<file path="config.mk">
export PLATFORM = sky130hd
export DESIGN_NAME = fetch_unit
export DESIGN_NICKNAME = d
export VERILOG_FILES = /design/src/rtl/fetch_unit_pkg.sv /design/src/rtl/fetch_unit.sv
export SDC_FILE = /design/constraint.sdc
export NUM_CORES = 1
export LEC_CHECK = 0
export CORE_MARGIN = 1
export CORE_UTILIZATION = 40
export CTS_BUF_LIST = sky130_fd_sc_hd__clkbuf_4 sky130_fd_sc_hd__clkbuf_8 sky130_fd_sc_hd__clkbuf_16
export CTS_CLUSTER_DIAMETER = 80
export DETAILED_ROUTE_END_ITERATION = 8
export GPL_TIMING_DRIVEN = 0
export PLACE_DENSITY_LB_ADDON = 0.12
export SYNTH_ARGS = -nofsm -noshare
export SYNTH_HDL_FRONTEND = slang
export SYNTH_SLANG_ARGS = --single-unit
</file>
<file path="constraint.sdc">
create_clock -name clk -period 2.1 [get_ports clk]
set_input_delay 0.42 -clock clk [delete_from_list [all_inputs] [get_ports clk]]
set_output_delay 0.42 -clock clk [all_outputs]
set_load 0.1 [all_outputs]
</file>
<file path="src/rtl/fetch_unit_pkg.sv">
// Shared fetch/decode definitions: widths, opcode field position, opcode
// constants and the fetch state encoding.
package fetch_unit_pkg;

    localparam int          DEFAULT_XLEN     = 32;
    localparam logic [31:0] DEFAULT_RESET_PC = 32'h0000_0000;
    localparam int          DEFAULT_PC_STEP  = 4;

    // Opcode field lives in the low seven bits of every instruction word.
    localparam int OPCODE_LSB = 0;
    localparam int OPCODE_MSB = 6;
    localparam int OPCODE_W   = OPCODE_MSB - OPCODE_LSB + 1;

    localparam logic [OPCODE_W-1:0] OPC_RTYPE = 7'b0110011;
    localparam logic [OPCODE_W-1:0] OPC_LOAD  = 7'b0000011;
    localparam logic [OPCODE_W-1:0] OPC_STORE = 7'b0100011;

    // REQ: a request may be offered; WAIT: one fetch is outstanding.
    typedef enum logic {
        REQ  = 1'b0,
        WAIT = 1'b1
    } fetch_state_e;

endpackage

</file>
<file path="src/rtl/fetch_unit.sv">
// Instruction fetch stage: PC register, single-outstanding fetch FSM and the
// IF/ID valid/ready register feeding decode.
module fetch_unit
    import fetch_unit_pkg::*;
#(
    parameter int              XLEN     = DEFAULT_XLEN,
    parameter logic [XLEN-1:0] RESET_PC = XLEN'(DEFAULT_RESET_PC),
    parameter int              PC_STEP  = DEFAULT_PC_STEP
) (
    input  logic                clk,
    input  logic                rst_n,
    output logic                imem_req,
    output logic [XLEN-1:0]     imem_addr,
    input  logic                imem_ready,
    input  logic                imem_rvalid,
    input  logic [31:0]         imem_rdata,
    input  logic                redirect_valid,
    input  logic [XLEN-1:0]     redirect_pc,
    output logic                id_valid,
    input  logic                id_ready,
    output logic [XLEN-1:0]     id_pc,
    output logic [31:0]         id_instr,
    output logic [OPCODE_W-1:0] id_opcode
);

    localparam logic [XLEN-1:0] STEP       = XLEN'(PC_STEP);
    localparam logic [XLEN-1:0] ALIGN_MASK = ~XLEN'(3);

    fetch_state_e    state, state_next;
    logic            discard, discard_next;
    logic [XLEN-1:0] pc, pc_next;
    logic            id_valid_next;
    logic [XLEN-1:0] id_pc_next;
    logic [31:0]     id_instr_next;
    logic            accept;
    logic            load;

    assign imem_addr = pc;
    assign id_opcode = id_instr[OPCODE_MSB:OPCODE_LSB];

    // Next-state, request and IF/ID update; redirect overrides everything last.
    always_comb begin
        state_next    = state;
        discard_next  = discard;
        pc_next       = pc;
        id_valid_next = id_valid;
        id_pc_next    = id_pc;
        id_instr_next = id_instr;
        imem_req      = 1'b0;
        accept        = 1'b0;
        load          = 1'b0;

        unique case (state)
            REQ: begin
                // Only ask when the IF/ID slot is free or draining this cycle,
                // so the response always has somewhere to land.
                imem_req = !id_valid || id_ready;
                accept   = imem_req && imem_ready;
                if (accept) begin
                    state_next = WAIT;
                end
            end
            WAIT: begin
                if (imem_rvalid) begin
                    state_next   = REQ;
                    discard_next = 1'b0;
                    load         = !discard && !redirect_valid;
                end
            end
            default: state_next = REQ;
        endcase

        if (id_valid && id_ready) begin
            id_valid_next = 1'b0;
        end

        if (load) begin
            id_valid_next = 1'b1;
            id_pc_next    = pc;
            id_instr_next = imem_rdata;
            pc_next       = pc + STEP;
        end

        if (redirect_valid) begin
            pc_next       = redirect_pc & ALIGN_MASK;
            id_valid_next = 1'b0;
            // The fetch now in flight (or just accepted) belongs to the old
            // path; mark it for dropping unless its data is arriving now.
            if (state == REQ && accept) begin
                discard_next = 1'b1;
            end else if (state == WAIT && !imem_rvalid) begin
                discard_next = 1'b1;
            end
        end
    end

    // State, PC and IF/ID registers with asynchronous reset.
    always_ff @(posedge clk or negedge rst_n) begin
        if (!rst_n) begin
            state    <= REQ;
            discard  <= 1'b0;
            pc       <= RESET_PC;
            id_valid <= 1'b0;
            id_pc    <= '0;
            id_instr <= '0;
        end else begin
            state    <= state_next;
            discard  <= discard_next;
            pc       <= pc_next;
            id_valid <= id_valid_next;
            id_pc    <= id_pc_next;
            id_instr <= id_instr_next;
        end
    end

endmodule

</file>
==> results.sh <==
export IMPL_status="completed"
export IMPL_critical_path_depth=1
export IMPL_start_kind="flop"
export IMPL_antenna_found_initial=0
export IMPL_via_per_inst=4.817
export IMPL_drv_slew=0
export IMPL_multi_input_area_mm2=0.001673
export IMPL_n_antenna_cell=0
export IMPL_drive_gt1_share_pct=28.49
export IMPL_cts_tree="yes"
export IMPL_ys_ff_latch=95
export IMPL_worstPathArrival_ns=1.63
export IMPL_final_cell_mix="dfrtp_1 (75), dlygate4sd2_1 (71), clkdlybuf4s50_1 (65)"
export IMPL_crit_family="buffers and inverters"
export IMPL_critPathMaxStageDelay_ns=0.85
export IMPL_fmax_ghz=0.4869
export IMPL_timing_final_crit_share_pct=97.81
export IMPL_path_class="flop to primary output"
export IMPL_postSynthCellCount=335
export IMPL_path_max_fanout=7
export IMPL_placed_area_mm2=0.006078
export IMPL_worst_path_buf_inv=1
export IMPL_clk_insertion_delay_late_ns=0.35
export IMPL_fin_skew_ns=0.01037
export IMPL_rsz0062_at_grt="false"
export IMPL_die_h_um=104.1
export IMPL_final_cell_area_mm2=0.006140
export IMPL_rr_worst_depth=6
export IMPL_clkTransAtPathRegs_ns=0.09
export IMPL_final_common_cell="dfrtp_1"
export IMPL_drt_wl_total_um=10070
export IMPL_cp_required_ns=1.68
export IMPL_io_pins=175
export IMPL_cts_made_buffers=9
export IMPL_startpoint="imem_addr[13]"
export IMPL_syn_area_per_cell_um2=12.45
export IMPL_drc_errors=0
export IMPL_regToRegStartpoint="state"
export IMPL_crit_end="imem_addr[13]"
export IMPL_netlist_area_mm2=0.004172
export IMPL_rows=36
export IMPL_die_w_um=104.1
export IMPL_period_needed_ns=2.054
export IMPL_setup_viol=0
export IMPL_post_drt_wl_per_cell_um=15.35
export IMPL_final_nets=589
export IMPL_hold_ws_ns=0.5044
export IMPL_numPortBuffers=167
export IMPL_num_fill_cells=894
export IMPL_cts_sinks=95
export IMPL_hold_violations=0
export IMPL_grt_pass1_wl_um=16720
export IMPL_cts_root_buf="clkbuf_8"
export IMPL_htreeDepth=3
export IMPL_postRouteAntennaNets=0
export IMPL_vias=3160
export IMPL_slowest_stage="clkdlybuf4s15_1"
export IMPL_grtUsageTotal_pct=19.65
export IMPL_crit_chain="clkdlybuf4s15_1"
export IMPL_register_area_mm2=0.002402
export IMPL_dr_pass1_iters=4
export IMPL_relSlewSlack_pct=33.90
export IMPL_grt_max_degree=71
export IMPL_grt_pass1_vias=3191
export IMPL_reg2reg_to="imem_addr[30]"
export IMPL_yosys_warnings=0
export IMPL_hp_class="flop to flop"
export IMPL_rrSetupSlack_ns=0.28
export IMPL_cts_setup_buffers=0
export IMPL_syn2layout_area_growth_pct=47.18
export IMPL_end_kind="primary output"
export IMPL_synth_seq_area_share_pct=56.99
export IMPL_gp_congestion=0.7288
export IMPL_drt_iter0_drc=60
export IMPL_worst_pin_slew_ns=0.9955
export IMPL_cts_buffer_depth=2
export IMPL_core_mm2=0.009955
export IMPL_dpl_hpwl_um=7346
export IMPL_initial_utilization_pct=41.91
export IMPL_maxCapViolations=0
export IMPL_overflow=0
export IMPL_ys_types=33
export IMPL_die_area_mm2=0.01084
## through the flow
| step | util, % | TNS [ns] | std cells | worst slack [ns] |
|---|---|---|---|---|
| 5_1_grt | 61.68 | 0 | 656 | 0.003280 |
| 3_5_place_dp | 61.06 | -19.47 | 639 | -0.6508 |
| 2_1_floorplan | - | 0 | 338 | 0.03036 |
| 4_1_cts | 62.20 | 0 | 656 | 0.00002953 |
| 3_3_place_gp | 60.81 | -304.57 | 638 | -3.319 |
| 6_report | 61.68 | 0 | 656 | 0.04605 |
## flip-flops by register name (all words and copies together), names as in the netlist
register and flops:
id_instr 32, id_pc 30, imem_addr 30, discard 1, id_valid 1, state 1
## cells in the mapped netlist
| cell | n | area, µm² |
|---|---|---|
| dfrtp_1 | 95 | 2377 |
| mux2_2 | 64 | 720.7 |
| nand2_1 | 40 | 150.1 |
| xor2_1 | 27 | 236.5 |
| o21ai_0 | 18 | 90.09 |
| buf_4 | 12 | 90.09 |
| nand3_1 | 12 | 60.06 |
| nand4_1 | 11 | 68.82 |
| o21ai_1 | 10 | 50.05 |
| buf_2 | 7 | 35.03 |
| clkbuf_1 | 7 | 26.28 |
| and3_1 | 3 | 18.77 |
| nor2_1 | 3 | 11.26 |
| and2_1 | 2 | 12.51 |
| and4_1 | 2 | 17.52 |
| mux2i_1 | 2 | 20.02 |
| nand3_2 | 2 | 20.02 |
| nor3_1 | 2 | 10.01 |
| xnor2_1 | 2 | 17.52 |
| a21oi_1 | 1 | 5.000 |
| a22o_1 | 1 | 8.760 |
| and3_2 | 1 | 7.510 |
| conb_1 | 1 | 3.750 |
| ha_1 | 1 | 12.51 |
| nand2b_1 | 1 | 6.260 |
| nand3b_4 | 1 | 20.02 |
| nand4b_1 | 1 | 8.760 |
| nor2_2 | 1 | 6.260 |
| nor2b_1 | 1 | 6.260 |
| nor3_2 | 1 | 10.01 |
| nor3_4 | 1 | 16.27 |
| nor4_1 | 1 | 6.260 |
| nor4_4 | 1 | 21.27 |
## layout make-up
class | count | share of cell area [%]
flip-flops and latches | 95 | 39.13
plain buffers | 26 | 2.466
well taps | 133 | 2.710
repair buffers | 169 | 24.98
clock inverters | 3 | 0.6521
clock buffers | 13 | 2.812
multi-input cells | 217 | 27.25
## worst reg2reg max path, cell delays in order, from the launching register on
cell	delay, ns
dfrtp_1	0.49
nand3b_4	0.21
nor3_2	0.31
buf_2	0.30
nand4_1	0.16
xor2_1	0.17
o21ai_1	0.07
## what timing repair did
action | CTS | global route
setup endpoints to repair | 101 | 28
gates resized for setup | 122 | 31
endpoints found under the hold margin | 25 | 0
hold buffers | 1 | 0
## layer usage
metal / part of all wire [%] / vias up / track usage, %
li1: - / 1512 / -
met1: 45 / 1533 / 26.06
met2: 49 / 101 / 32.38
met3: 4.1 / 14 / 2.945
met4: 2.0 / 0 / 7.857
met5: 0 / - / 0
## worst min-delay path by stage
stage / startpoint / to / slack, ns / depth (start not counted)
6_report: id_instr[31] / id_instr[31] / 0.50 / 1
5_1_grt: id_pc[28] / id_pc[28] / 0.52 / 1
4_1_cts: rst_n / id_instr[31] / 0.51 / 2
3_5_place_dp: rst_n / id_instr[31] / 0.36 / 1
3_3_place_gp: id_instr[31] / id_instr[31] / 0.49 / 1
2_1_floorplan: rst_n / discard / 0.12 / 0
## kinds of logic (layout without fill, tap and decap cells)
group / Yosys count / count (layout) / synth area share [%]
AO/OA/AOI/OAI: 30 / 30 / 3.689
flip-flops: 95 / 95 / 56.99
XOR/XNOR: 29 / 29 / 6.089
adder cells (fa/ha/maj): 1 / 1 / 0.2999
AND/OR/NAND/NOR: 87 / 87 / 11.46
buffers and inverters: 26 / 211 / 3.629
multiplexers: 66 / 66 / 17.76
other: 1 / 4 / 0.08990
Power is not shown: default switching activity piles up to over one toggle a cycle in this logic, so the estimate is an artifact.
